File: src/rtl/spi_ram_pkg.sv
// Shared definitions for the SPI-to-RAM controller: command codes, FSM
// state encodings and the grant-side enumeration.
package spi_ram_pkg;

  localparam logic [1:0] CMD_WR_ADDR = 2'b00;
  localparam logic [1:0] CMD_WR_DATA = 2'b01;
  localparam logic [1:0] CMD_RD_ADDR = 2'b10;
  localparam logic [1:0] CMD_RD_DATA = 2'b11;

  localparam logic [1:0] ST_IDLE    = 2'd0;
  localparam logic [1:0] ST_ACCESS  = 2'd1;
  localparam logic [1:0] ST_RD_WAIT = 2'd2;

  typedef enum logic {
    GNT_SPI = 1'b0,
    GNT_LCL = 1'b1
  } side_e;

  // Commands that occupy the one-deep SPI operation slot
  function automatic logic is_queue_cmd(input logic [1:0] cmd);
    return (cmd == CMD_WR_DATA) || (cmd == CMD_RD_ADDR);
  endfunction

endpackage

File: src/rtl/spi_cmd_decode.sv
// SPI word front end: rx_valid edge detect, write-address register,
// one-deep SPI operation slot and sticky overrun flag.
module spi_cmd_decode
  import spi_ram_pkg::*;
#(
  parameter int ADDR_W = 8,
  parameter int DATA_W = 8
) (
  input  logic              clk,
  input  logic              rst_n,
  input  logic [9:0]        spi_rx_data,
  input  logic              spi_rx_valid,
  input  logic              spi_clr,
  output logic              spi_pend,
  output logic              spi_we,
  output logic [ADDR_W-1:0] spi_addr,
  output logic [DATA_W-1:0] spi_wdata,
  output logic              tx_consume,
  output logic              err_overrun
);

  logic              rx_prev_p0;
  logic [ADDR_W-1:0] wr_addr;
  logic              word_det;
  logic              queue_det;
  logic [1:0]        cmd;
  logic [7:0]        payload;

  assign cmd       = spi_rx_data[9:8];
  assign payload   = spi_rx_data[7:0];
  assign word_det  = spi_rx_valid & ~rx_prev_p0;
  assign queue_det = word_det & is_queue_cmd(cmd);

  // Stage p0: word detect, decode and slot update in one registered step
  always_ff @(posedge clk) begin
    if (!rst_n) begin
      rx_prev_p0  <= 1'b0;
      wr_addr     <= '0;
      spi_pend    <= 1'b0;
      spi_we      <= 1'b0;
      tx_consume  <= 1'b0;
      err_overrun <= 1'b0;
    end else begin
      rx_prev_p0 <= spi_rx_valid;
      tx_consume <= word_det && (cmd == CMD_RD_DATA);
      if (word_det && (cmd == CMD_WR_ADDR))
        wr_addr <= payload[ADDR_W-1:0];
      if (spi_clr)
        spi_pend <= 1'b0;
      if (queue_det && spi_pend) begin
        err_overrun <= 1'b1;
      end else if (queue_det) begin
        spi_pend <= 1'b1;
        spi_we   <= (cmd == CMD_WR_DATA);
      end
    end
  end

  // Write address is frozen at queue time so a later cmd-00 cannot retarget it
  always_ff @(posedge clk) begin
    if (queue_det && !spi_pend) begin
      spi_addr  <= (cmd == CMD_WR_DATA) ? wr_addr : payload[ADDR_W-1:0];
      spi_wdata <= payload[DATA_W-1:0];
    end
  end

endmodule

File: src/rtl/spi_ram_arbiter.sv
// Shares one single-port RAM between the SPI command path and a local
// requester with round-robin arbitration; returns read data to each side.
module spi_ram_arbiter
  import spi_ram_pkg::*;
#(
  parameter int ADDR_W = 8,
  parameter int DATA_W = 8
) (
  input  logic              clk,
  input  logic              rst_n,
  input  logic [9:0]        spi_rx_data,
  input  logic              spi_rx_valid,
  output logic [7:0]        tx_data,
  output logic              tx_valid,
  input  logic              lcl_req,
  input  logic              lcl_we,
  input  logic [ADDR_W-1:0] lcl_addr,
  input  logic [DATA_W-1:0] lcl_wdata,
  output logic              lcl_gnt,
  output logic [DATA_W-1:0] lcl_rdata,
  output logic              lcl_rvalid,
  output logic              ram_en,
  output logic              ram_we,
  output logic [ADDR_W-1:0] ram_addr,
  output logic [DATA_W-1:0] ram_wdata,
  input  logic [DATA_W-1:0] ram_rdata,
  output logic              err_overrun
);

  logic              spi_pend;
  logic              spi_we;
  logic [ADDR_W-1:0] spi_addr;
  logic [DATA_W-1:0] spi_wdata;
  logic              tx_consume;
  logic              spi_clr;
  logic [1:0]        state;
  logic              op_we;
  side_e             grant;
  side_e             last_grant;
  side_e             pick;

  spi_cmd_decode #(
    .ADDR_W(ADDR_W),
    .DATA_W(DATA_W)
  ) u_decode (
    .clk         (clk),
    .rst_n       (rst_n),
    .spi_rx_data (spi_rx_data),
    .spi_rx_valid(spi_rx_valid),
    .spi_clr     (spi_clr),
    .spi_pend    (spi_pend),
    .spi_we      (spi_we),
    .spi_addr    (spi_addr),
    .spi_wdata   (spi_wdata),
    .tx_consume  (tx_consume),
    .err_overrun (err_overrun)
  );

  // On a tie the side that was not served last wins
  function automatic side_e pick_side(input logic spi_p, input logic lcl_p,
                                      input side_e last);
    if (spi_p && lcl_p)
      return (last == GNT_LCL) ? GNT_SPI : GNT_LCL;
    return spi_p ? GNT_SPI : GNT_LCL;
  endfunction

  always_comb pick = pick_side(spi_pend, lcl_req, last_grant);

  assign ram_en  = (state == ST_ACCESS);
  assign ram_we  = ram_en & op_we;
  assign lcl_gnt = ram_en & (grant == GNT_LCL);
  assign spi_clr = ram_en & (grant == GNT_SPI);

  // Stage p1: arbitration, access and read-return capture
  always_ff @(posedge clk) begin
    if (!rst_n) begin
      state      <= ST_IDLE;
      grant      <= GNT_LCL;
      last_grant <= GNT_LCL;
      op_we      <= 1'b0;
      ram_addr   <= '0;
      ram_wdata  <= '0;
      tx_data    <= '0;
      tx_valid   <= 1'b0;
      lcl_rdata  <= '0;
      lcl_rvalid <= 1'b0;
    end else begin
      lcl_rvalid <= 1'b0;
      if (tx_consume)
        tx_valid <= 1'b0;
      case (state)
        ST_IDLE: begin
          if (spi_pend || lcl_req) begin
            grant      <= pick;
            last_grant <= pick;
            op_we      <= (pick == GNT_SPI) ? spi_we    : lcl_we;
            ram_addr   <= (pick == GNT_SPI) ? spi_addr  : lcl_addr;
            ram_wdata  <= (pick == GNT_SPI) ? spi_wdata : lcl_wdata;
            state      <= ST_ACCESS;
          end
        end
        ST_ACCESS: state <= op_we ? ST_IDLE : ST_RD_WAIT;
        ST_RD_WAIT: begin
          // A return in the same cycle as a consume keeps tx_valid set
          if (grant == GNT_SPI) begin
            tx_data  <= ram_rdata;
            tx_valid <= 1'b1;
          end else begin
            lcl_rdata  <= ram_rdata;
            lcl_rvalid <= 1'b1;
          end
          state <= ST_IDLE;
        end
        default: state <= ST_IDLE;
      endcase
    end
  end

endmodule

File: config.mk
export PLATFORM = sky130hd
export DESIGN_NAME = spi_ram_arbiter
export DESIGN_NICKNAME = d
export VERILOG_FILES = /design/src/rtl/spi_ram_pkg.sv /design/src/rtl/spi_cmd_decode.sv /design/src/rtl/spi_ram_arbiter.sv
export SDC_FILE = /design/constraint.sdc
export NUM_CORES = 1
export LEC_CHECK = 0
export ABC_AREA = 1
export BUFFER_PORTS_ARGS = -buffer_cell sky130_fd_sc_hd__buf_2
export CORE_MARGIN = 1
export CORE_UTILIZATION = 56
export CTS_BUF_LIST = sky130_fd_sc_hd__clkbuf_16
export CTS_CLUSTER_DIAMETER = 30
export CTS_CLUSTER_SIZE = 25
export DETAILED_ROUTE_END_ITERATION = 10
export PLACE_DENSITY = 0.86
export SYNTH_ARGS = -nofsm -noshare
export SYNTH_HDL_FRONTEND = slang
export SYNTH_SLANG_ARGS = --single-unit
File: constraint.sdc
create_clock -name clk -period 5.3 [get_ports clk]
set_input_delay 0.53 -clock clk [delete_from_list [all_inputs] [get_ports clk]]
set_output_delay 0.53 -clock clk [all_outputs]
set_load 0.05 [all_outputs]
==> results.cfg, run 1 <==
[die]
initial_core_util_pct = 58.35
coreArea_mm2 = 0.005107
die_h_um = 74.95
rows = 26
die_area_mm2 = 0.005618
die_w_um = 74.95
design.portCount = 77

[logic_synthesis]
synth.area.top_cells = dfxtp_1, edfxtp_1, nor2_1
yosysUniqueCellTypes = 27
syn_area_mm2 = 0.002980
synthCells = 391
syn_nets = 433
yosysTopAreaCellShare_pct = 34.26
yosys.area.top_type = dfxtp_1
yosysSeqAreaShare_pct = 50.38
ys_warn_count = 0
synth-seq-cells = 67
avgSynthCellArea_um2 = 7.622

[cts]
clk_pin_slew_ns = 0.05
cts-root-buf = clkbuf_16
cts_resized = 0
cts.sinks = 67
cts_max_level = 3
clk_latency_ns = 0.33
ctsHoldBuffers = 0
cts_tree = done
cts_setup_buffers = 0
clk_path_buf_depth = 2
numCtsBuffers = 9

[timing]
whs_ns = 0.4182
finalCritPeriodShare_pct = 39.02
hold_viol = 0
slew_headroom_pct = 20.71
timing.setup.tns_ns = 0
max_freq_mhz = 483.6
finalSetupViolCount = 0
period_needed_ns = 2.068
drv_slew = 0
max_slew.worst_pin.slew_ns = 1.183
clock_skew_ns = 0.006971
grt_setup_unrepaired = false

[critical_path]
rrSetupSlack_ns = 3.56
crit_top_cell = inv_1
reg2reg_from = u_decode.rx_prev_p0$_SDFF_PN0_
worstSetupEndpointType = flip-flop
worstPathCellList = buf_2, inv_1, ha_1, inv_1, nor3_2
critPathLaunchType = input port
critical_path.max_fanout = 17
r2r_end = u_decode.spi_addr[0]$_DFFE_PP_
critical_path.slowest_cell = nor3_2
cpPeakStageDelay_ns = 0.93
worst-endpoint-required_ns = 5.24
arrival_ns = 2.01
worst-r2r-cell-count = 3
worstSetupPathType = in -> reg

[hold_path]
hold_depth = 1
min_to = u_decode.spi_wdata[3]$_DFFE_PP_
min-delay-start = spi_rx_data[3]
hp-class = in -> reg

[cells_and_area]
fin_nets = 505
num-fill-cells = 401
diodes = 0
area_delta_synth_final_pct = 22.29
fin_util_pct = 71.36
layout_commonest_cell = nor2_1
multi_input_area_mm2 = 0.001156
regArea_mm2 = 0.001501
drive_gt1_share_pct = 23.93
finalNonFillerCells = 538
finalInstanceArea_mm2 = 0.003645
mostFrequentLayoutCells = nor2_1, nand2_1, buf_2

[pwr]
powerDensity_mw_per_mm2 = 392.9
ir_drop_mv = 0.2350
leakage_nw = 1.877

[grt]
grt_pass1_vias = 2184
grt_antenna_before_repair = 0
gr-total-overflow = 0
grt_pass1_wl_mm = 9.701
gr-usage-all-layers_pct = 23.48
grt_start_max_net_pins = 47

[place]
postPlaceCellArea_mm2 = 0.003332
dp_cells = 522
gp_congestion = 0.7830
portBuffers = 76
dp_hpwl_mm = 4.145

[routing]
route.detailed.drc = 0
viasPerCell = 4.901
routedWlPerCell_um = 11.93
first_iter_violations = 201
drtAntennaViolNets = 0
drt_pass1_iterations = 4
finalWirelength_mm = 6.417
vias = 2637

[run_status]
status = complete, no violations

[job]
drv_cap = 0
## layout make-up
| class | instances | share of cell area (%) |
|---|---|---|
| well taps | 70 | 2.403 |
| inverters | 53 | 5.458 |
| clock buffers | 11 | 7.552 |
| flip-flops and latches | 67 | 41.19 |
| repair buffers | 77 | 10.64 |
| clock inverters | 5 | 1.030 |
| multi-input cells | 255 | 31.72 |
## worst max path at each step
| stage | startpoint | to | slack (ns) |
|---|---|---|---|
| 2_1_floorplan | spi_rx_data[9] | u_decode.spi_addr[0]$_DFFE_PP_ | 3.26 |
| 3_3_place_gp | spi_rx_data[8] | u_decode.spi_wdata[0]$_DFFE_PP_ | 2.97 |
| 3_5_place_dp | spi_rx_data[9] | u_decode.spi_wdata[2]$_DFFE_PP_ | 2.89 |
| 4_1_cts | spi_rx_data[8] | u_decode.spi_addr[0]$_DFFE_PP_ | 3.21 |
| 5_1_grt | spi_rx_data[8] | u_decode.spi_addr[1]$_DFFE_PP_ | 3.15 |
| 6_report | spi_rx_data[8] | u_decode.spi_addr[0]$_DFFE_PP_ | 3.23 |
## cells by family (layout without fill, tap and decap cells)
kind of cell	Yosys count	in the layout	share of synthesized area, %
buffers and inverters	69	146	10.83
adders and majority gates	3	3	1.260
AOI/OAI and AO/OA	46	46	8.606
DFF	67	67	50.38
and+or+nand+nor	206	206	28.93
## registers in the layout, indices dropped and copies added, names as in the netlist, 2 cells and up
signal              flops
u_decode.spi_wdata      8
tx_data                 8
ram_wdata               8
u_decode.wr_addr        8
u_decode.spi_addr       8
lcl_rdata               8
state                   2
ram_addr                8
## synth_stat cells
cell type / number
a21oi_1: 16
a21oi_2: 4
buf_1: 1
buf_2: 3
buf_4: 3
buf_6: 5
buf_8: 1
clkbuf_1: 3
clkinv_1: 1
dfxtp_1: 51
edfxtp_1: 16
ha_1: 3
inv_1: 48
inv_2: 4
nand2_1: 86
nand2_4: 1
nand3_1: 17
nand3_2: 3
nand4_1: 1
nor2_1: 91
nor2_2: 3
nor2_4: 1
nor2_8: 1
nor3_1: 1
nor3_2: 1
o21ai_0: 25
o21ai_4: 1
## worst max-delay path: cells and delay by family
family,cells,cell delay [ns]
simple gates,1,0.93
fa+ha+maj,1,0.34
buf+inv,3,0.21
## stage by stage
step | power [mW] | setup WS, ns
CTS | 1.433 | 3.208
finish | 1.432 | 3.232
global placement | 0.8267 | 2.975
global route | 1.487 | 3.150
floorplan | 0.7823 | 3.255
detailed placement | 0.8333 | 2.892
## power breakdown
part           switching (mW)  internal [mW]
clock                   0.229          0.377
combinational           0.183         0.0669
sequential             0.0162          0.560
total                   0.429           1.00
## per-layer routing
metal	track usage [%]	routed length [µm]
met1	30.56	2883
met2	35.84	3006
met3	6.693	424
met4	11.95	102
met5	0	0
Note: power is estimated with default switching activity, not from simulation.
==> run 2, diff against run 1 <==
--- a/config.mk
+++ b/config.mk
@@ -8,12 +8,12 @@
 export ABC_AREA = 1
 export BUFFER_PORTS_ARGS = -buffer_cell sky130_fd_sc_hd__buf_2
 export CORE_MARGIN = 1
-export CORE_UTILIZATION = 56
+export CORE_UTILIZATION = 47
 export CTS_BUF_LIST = sky130_fd_sc_hd__clkbuf_16
 export CTS_CLUSTER_DIAMETER = 30
 export CTS_CLUSTER_SIZE = 25
 export DETAILED_ROUTE_END_ITERATION = 10
-export PLACE_DENSITY = 0.86
+export PLACE_DENSITY = 0.77
 export SYNTH_ARGS = -nofsm -noshare
 export SYNTH_HDL_FRONTEND = slang
 export SYNTH_SLANG_ARGS = --single-unit
==> constraint.sdc (replaced) <==
create_clock -name clk -period 1.65 [get_ports clk]
set_input_delay 0.165 -clock clk [delete_from_list [all_inputs] [get_ports clk]]
set_output_delay 0.165 -clock clk [all_outputs]
set_load 0.05 [all_outputs]
==> run 2 against run 1 <==
Clock-buffer cell count down 2. Flip-flop and latch count is the same. Cell count is 1.7% higher. Register-to-register slack got worse by 3.3 ns. Via count is 4.1% lower. Clock power rose to 2.8 times the previous value. Critical endpoint is now ram_wdata[0]$_SDFFE_PN0P_.
==> results.cfg, run 2 (synthesized netlist as in run 1, its figures left out) <==
[run_status]
status = complete, no violations

[grt]
gr-total-overflow = 0
grt_antenna_before_repair = 0
grt_start_max_net_pins = 36
gr-usage-all-layers_pct = 20.37
grt_pass1_wl_mm = 10.07
grt_pass1_vias = 2240

[cts]
clk_path_buf_depth = 2
clk_pin_slew_ns = 0.06
cts.sinks = 67
cts_resized = 0
clk_latency_ns = 0.33
numCtsBuffers = 9
cts_setup_buffers = 0
cts_max_level = 3
ctsHoldBuffers = 0
cts_tree = done
cts-root-buf = clkbuf_16

[critical_path]
reg2reg_from = u_decode.spi_pend$_SDFF_PN0_
arrival_ns = 1.62
worst-endpoint-required_ns = 1.87
rrSetupSlack_ns = 0.24
r2r_end = ram_wdata[0]$_SDFFE_PN0P_
cpPeakStageDelay_ns = 0.56
worstSetupEndpointType = flip-flop
critical_path.max_fanout = 34
worstSetupPathType = reg -> reg
crit_top_cell = nor2_1
worst-r2r-cell-count = 4
critical_path.slowest_cell = dfxtp_1
critPathLaunchType = flip-flop
worstPathCellList = buf_4, a21oi_1, nor2_1, nor2_1

[timing]
timing.setup.tns_ns = 0
clock_skew_ns = 0.005953
hold_viol = 0
period_needed_ns = 1.405
max_slew.worst_pin.slew_ns = 0.4890
finalSetupViolCount = 0
finalCritPeriodShare_pct = 85.16
grt_setup_unrepaired = false
max_freq_mhz = 711.6
slew_headroom_pct = 67.27
drv_slew = 0

[job]
drv_cap = 0

[cells_and_area]
drive_gt1_share_pct = 24.58
mostFrequentLayoutCells = nor2_1, nand2_1, buf_2
diodes = 0
finalInstanceArea_mm2 = 0.003657
layout_commonest_cell = nor2_1
fin_nets = 509
area_delta_synth_final_pct = 22.71

[pwr]
powerDensity_mw_per_mm2 = 1192
leakage_nw = 1.883
ir_drop_mv = 0.6291
power.total_mw = 4.361

[routing]
drtAntennaViolNets = 0
drt_pass1_iterations = 4
vias = 2529
finalWirelength_mm = 6.178
viasPerCell = 4.623
route.detailed.drc = 0
first_iter_violations = 172
routedWlPerCell_um = 11.29

[die]
rows = 28
die_h_um = 81.63
design.portCount = 77
coreArea_mm2 = 0.006026
die_w_um = 81.63
initial_core_util_pct = 49.46
die_area_mm2 = 0.006663

[hold_path]
min_to = u_decode.spi_wdata[1]$_DFFE_PP_
hold_depth = 1
min-delay-start = spi_rx_data[1]
hp-class = in -> reg

[place]
portBuffers = 76
gp_congestion = 0.7378
dp_hpwl_mm = 4.211
postPlaceCellArea_mm2 = 0.003387
==> run 2: changes by cell type in the layout (fill, tap and decap cells not counted) <==
cell / change
buf_12: +1
buf_4: +3
clkbuf_16: -2
clkinv_2: +2
clkinv_4: +2
inv_2: +1
inv_4: -1
inv_6: -2
nor3_2: -1
nor3_4: +1
==> run 2: metal layers <==
metal	vias up	routed length, µm	global-route usage [%]
li1	1354	-	-
met1	1096	2977	26.82
met2	72	2777	30.75
met3	7	315	6.111
met4	0	107	9.123
met5	-	0	0
==> run 2: metrics by stage <==
| step | hold slack [ns] | utilization, % | instances | worst slack [ns] |
|---|---|---|---|---|
| final | 0.05101 | 60.69 | 547 | 0.2448 |
| after global routing | 0.03377 | 60.69 | 547 | 0.09378 |
| after CTS | 0.03936 | 60.69 | 547 | 0.2563 |
| after detailed placement | 0.3799 | 56.21 | 531 | 0.2036 |
| after global placement | 0.3783 | 56.21 | 531 | 0.2151 |
| after floorplan | 0.2585 | - | 391 | 0.1770 |
==> run 2: worst max-delay path by stage <==
stage	from	endpoint	cells after the start	slack (ns)
3_3_place_gp	spi_rx_data[9]	u_decode.spi_addr[5]$_DFFE_PP_	6	0.22
5_1_grt	u_decode.spi_pend$_SDFF_PN0_	ram_addr[1]$_SDFFE_PN0P_	4	0.09
2_1_floorplan	u_decode.spi_pend$_SDFF_PN0_	u_decode.spi_addr[0]$_DFFE_PP_	3	0.18
3_5_place_dp	spi_rx_data[9]	u_decode.spi_addr[6]$_DFFE_PP_	6	0.20
6_report	u_decode.spi_pend$_SDFF_PN0_	ram_wdata[0]$_SDFFE_PN0P_	4	0.24
4_1_cts	u_decode.spi_pend$_SDFF_PN0_	ram_wdata[0]$_SDFFE_PN0P_	4	0.26
==> run 2: area by class of cell <==
| type | count | area, µm² |
|---|---|---|
| Inverter | 53 | 198.9 |
| Sequential cell | 67 | 1501 |
| Clock inverter | 7 | 45.04 |
| Fill cell | 540 | 2369 |
| Timing Repair Buffer | 81 | 430.4 |
| Tap cell | 75 | 93.84 |
| Clock buffer | 9 | 225.2 |
| Multi-Input combinational cell | 255 | 1162 |
==> run 2: worst max-delay path, delay by kind of cell (launching register included) <==
family	cells	cell delay, ns
buffers and inverters	1	0.42
flip-flops	1	0.56
AO/OA/AOI/OAI	1	0.12
AND/OR/NAND/NOR	2	0.20
==> run 2: power by group <==
part           switching [mW]  internal (mW)  leakage [nW]
clock                   0.691           1.01         0.139
combinational           0.579          0.227          1.18
sequential             0.0570           1.80         0.566
total                    1.33           3.03          1.88
==> run 3, diff against run 2 <==
--- a/config.mk
+++ b/config.mk
@@ -5,7 +5,6 @@
 export SDC_FILE = /design/constraint.sdc
 export NUM_CORES = 1
 export LEC_CHECK = 0
-export ABC_AREA = 1
 export BUFFER_PORTS_ARGS = -buffer_cell sky130_fd_sc_hd__buf_2
 export CORE_MARGIN = 1
 export CORE_UTILIZATION = 47
@@ -13,7 +12,7 @@
 export CTS_CLUSTER_DIAMETER = 30
 export CTS_CLUSTER_SIZE = 25
 export DETAILED_ROUTE_END_ITERATION = 10
-export PLACE_DENSITY = 0.77
+export PLACE_DENSITY = 0.78
 export SYNTH_ARGS = -nofsm -noshare
 export SYNTH_HDL_FRONTEND = slang
 export SYNTH_SLANG_ARGS = --single-unit
==> run 3 against run 2 <==
Fmax fell by 6.6%. First-iteration DRC count decreased by 40%. Routed wire length decreased by 2.8%. Largest power group unchanged. Highest routed layer unchanged.
==> results.cfg, run 3 <==
[timing]
period_needed_ns = 1.505
grt_setup_unrepaired = false
slew_headroom_pct = 49.80
max_slew.worst_pin.slew_ns = 0.7528
drv_slew = 0
finalSetupViolCount = 0
finalCritPeriodShare_pct = 91.22
timing.final.ws_setup_ns = 0.1449
timing.setup.tns_ns = 0
max_freq_mhz = 664.4
hold_viol = 0
clock_skew_ns = 0.006900

[cells_and_area]
mostFrequentLayoutCells = buf_2, dfxtp_1, nor2_1
num-fill-cells = 459
fin_nets = 375
diodes = 0
area_delta_synth_final_pct = 24.92
regArea_mm2 = 0.001501
fin_util_pct = 62.59
multi_input_area_mm2 = 0.001197
drive_gt1_share_pct = 33.73
layout_commonest_cell = buf_2

[pwr]
ir_drop_mv = 0.5954
clkPwrFrac_pct = 38.7
p_sw_share_pct = 27.28
p_comb_share_pct = 17.1
leakage_nw = 1.651
powerDensity_mw_per_mm2 = 1175
internal-power_mw = 3.017
p_sw_mw = 1.132
sequentialPowerShare_pct = 44.2

[cts]
cts_tree = done
numCtsBuffers = 9
clk_pin_slew_ns = 0.05
ctsHoldBuffers = 0
cts_resized = 0
clk_latency_ns = 0.32
cts_max_level = 3
cts_setup_buffers = 0
clk_path_buf_depth = 2
cts-root-buf = clkbuf_16
cts.sinks = 67

[hold_path]
hp-class = in -> reg
hold_depth = 1

[critical_path]
worst-r2r-cell-count = 3
worst-endpoint-required_ns = 1.48
critPathLaunchType = flip-flop
worstSetupEndpointType = primary output
critical_path.max_fanout = 6
worstSetupPathType = reg -> out
arrival_ns = 1.34

[logic_synthesis]
synthCells = 258
synth.most_common_cell = dfxtp_1
ys_warn_count = 0
yosysSeqAreaShare_pct = 53.12
yosysTopAreaCellShare_pct = 36.12
yosysUniqueCellTypes = 33
yosys.area.top_type = dfxtp_1
avgSynthCellArea_um2 = 10.96
synth-edff-count = 16
syn_nets = 300
synth-seq-cells = 67
async_reset_ff_share_pct = 0
ys_top_cells_by_count = dfxtp_1, nor2_1, o21bai_1, o311a_1
syn_area_mm2 = 0.002826
synth.area.top_cells = dfxtp_1, edfxtp_1, o311a_1
ys.flop_type = dfxtp_1

[place]
gp_congestion = 0.8046
portBuffers = 76
pre_cts_ws_ns = 0.2478
dp_hpwl_mm = 4.135

[routing]
vias = 2181
route.detailed.drc = 0
viasPerCell = 5.320
drt_pass1_iterations = 4
finalWirelength_mm = 6.007
drtAntennaViolNets = 0
routedWlPerCell_um = 14.65
first_iter_violations = 103

[die]
coreArea_mm2 = 0.005642
die_h_um = 79.55
rows = 27
die_area_mm2 = 0.006328
design.portCount = 77
initial_core_util_pct = 50.10
die_w_um = 79.55

[grt]
grt_pass1_wl_mm = 9.653
grt_antenna_before_repair = 0
grt_pass1_vias = 2051
grt_start_max_net_pins = 36
gr-total-overflow = 0
gr-usage-all-layers_pct = 20.15

[job]
drv_cap = 0

[run_status]
status = complete, no violations
==> run 3: changes by cell type after synthesis, moves of 16 or more <==
cell,before,now
a21boi_0,0,16
nand2_1,86,9
o311a_1,0,17
inv_1,48,4
mux2i_1,0,16
nor2_1,91,21
o21bai_1,0,17
o21ai_0,25,2
==> run 3: stage by stage <==
stage	total power [mW]	cells	hold slack [ns]	cell area, µm²
global route	4.309	410	0.04236	3531
detailed placement	2.573	394	0.3809	3277
finish	4.149	410	0.05303	3531
global placement	2.564	394	0.3821	3277
floorplan	2.384	258	0.2639	2829
CTS	4.171	410	0.05048	3531
==> run 3: worst paths after layout <==
kind	startpoint	end	slack [ns]
worst max-delay path	state[0]$_SDFFE_PN0P_	ram_we	0.14
worst min-delay path	spi_rx_data[3]	u_decode.spi_wdata[3]$_DFFE_PP_	0.05
worst min register to register	u_decode.spi_we$_SDFFE_PN0P_	u_decode.spi_we$_SDFFE_PN0P_	0.45
worst max register to register	last_grant$_SDFFE_PN1P_	ram_addr[7]$_SDFFE_PN0P_	0.28
==> run 3: area by class of cell <==
class,instances,area share [%]
Clock buffer,9,6.378
Sequential cell,67,42.52
Clock inverter,7,0.8150
Multi-Input combinational cell,166,33.91
Tap cell,72,2.551
Timing Repair Buffer,85,13.39
Inverter,4,0.4252
==> run 3: cells by family (layout without fill, tap and decap cells) <==
family	count (synthesis)	in the layout	synth area share [%]
flip-flops	67	67	53.12
buffers and inverters	25	105	4.604
adder cells (fa/ha/maj)	3	3	1.328
multiplexers	24	24	8.853
AND/OR/NAND/NOR	73	73	14.21
AO/OA/AOI/OAI	66	66	17.88
==> run 3: worst max-delay path, cell delays in order, from the launching register on <==
cell and delay (ns):
dfxtp_1 0.40, nor2b_2 0.22, and2_1 0.14, buf_2 0.26
==> run 3: power groups by stage <==
| stage | Combinational (mW) | Sequential (mW) | Clock (mW) |
|---|---|---|---|
| 3_3_place_gp | 0.699 | 1.87 | 0 |
| 5_1_grt | 0.761 | 1.85 | 1.70 |
| 2_1_floorplan | 0.326 | 2.06 | 0 |
| 6_report | 0.708 | 1.84 | 1.61 |
| 4_1_cts | 0.710 | 1.83 | 1.63 |
| 3_5_place_dp | 0.707 | 1.87 | 0 |
==> run 3: routing by layer <==
| layer | global-route usage (%) | wire (µm) |
|---|---|---|
| met5 | 0 | 0 |
| met4 | 9.636 | 141 |
| met3 | 5.257 | 247 |
| met2 | 30.00 | 2783 |
| met1 | 27.07 | 2835 |
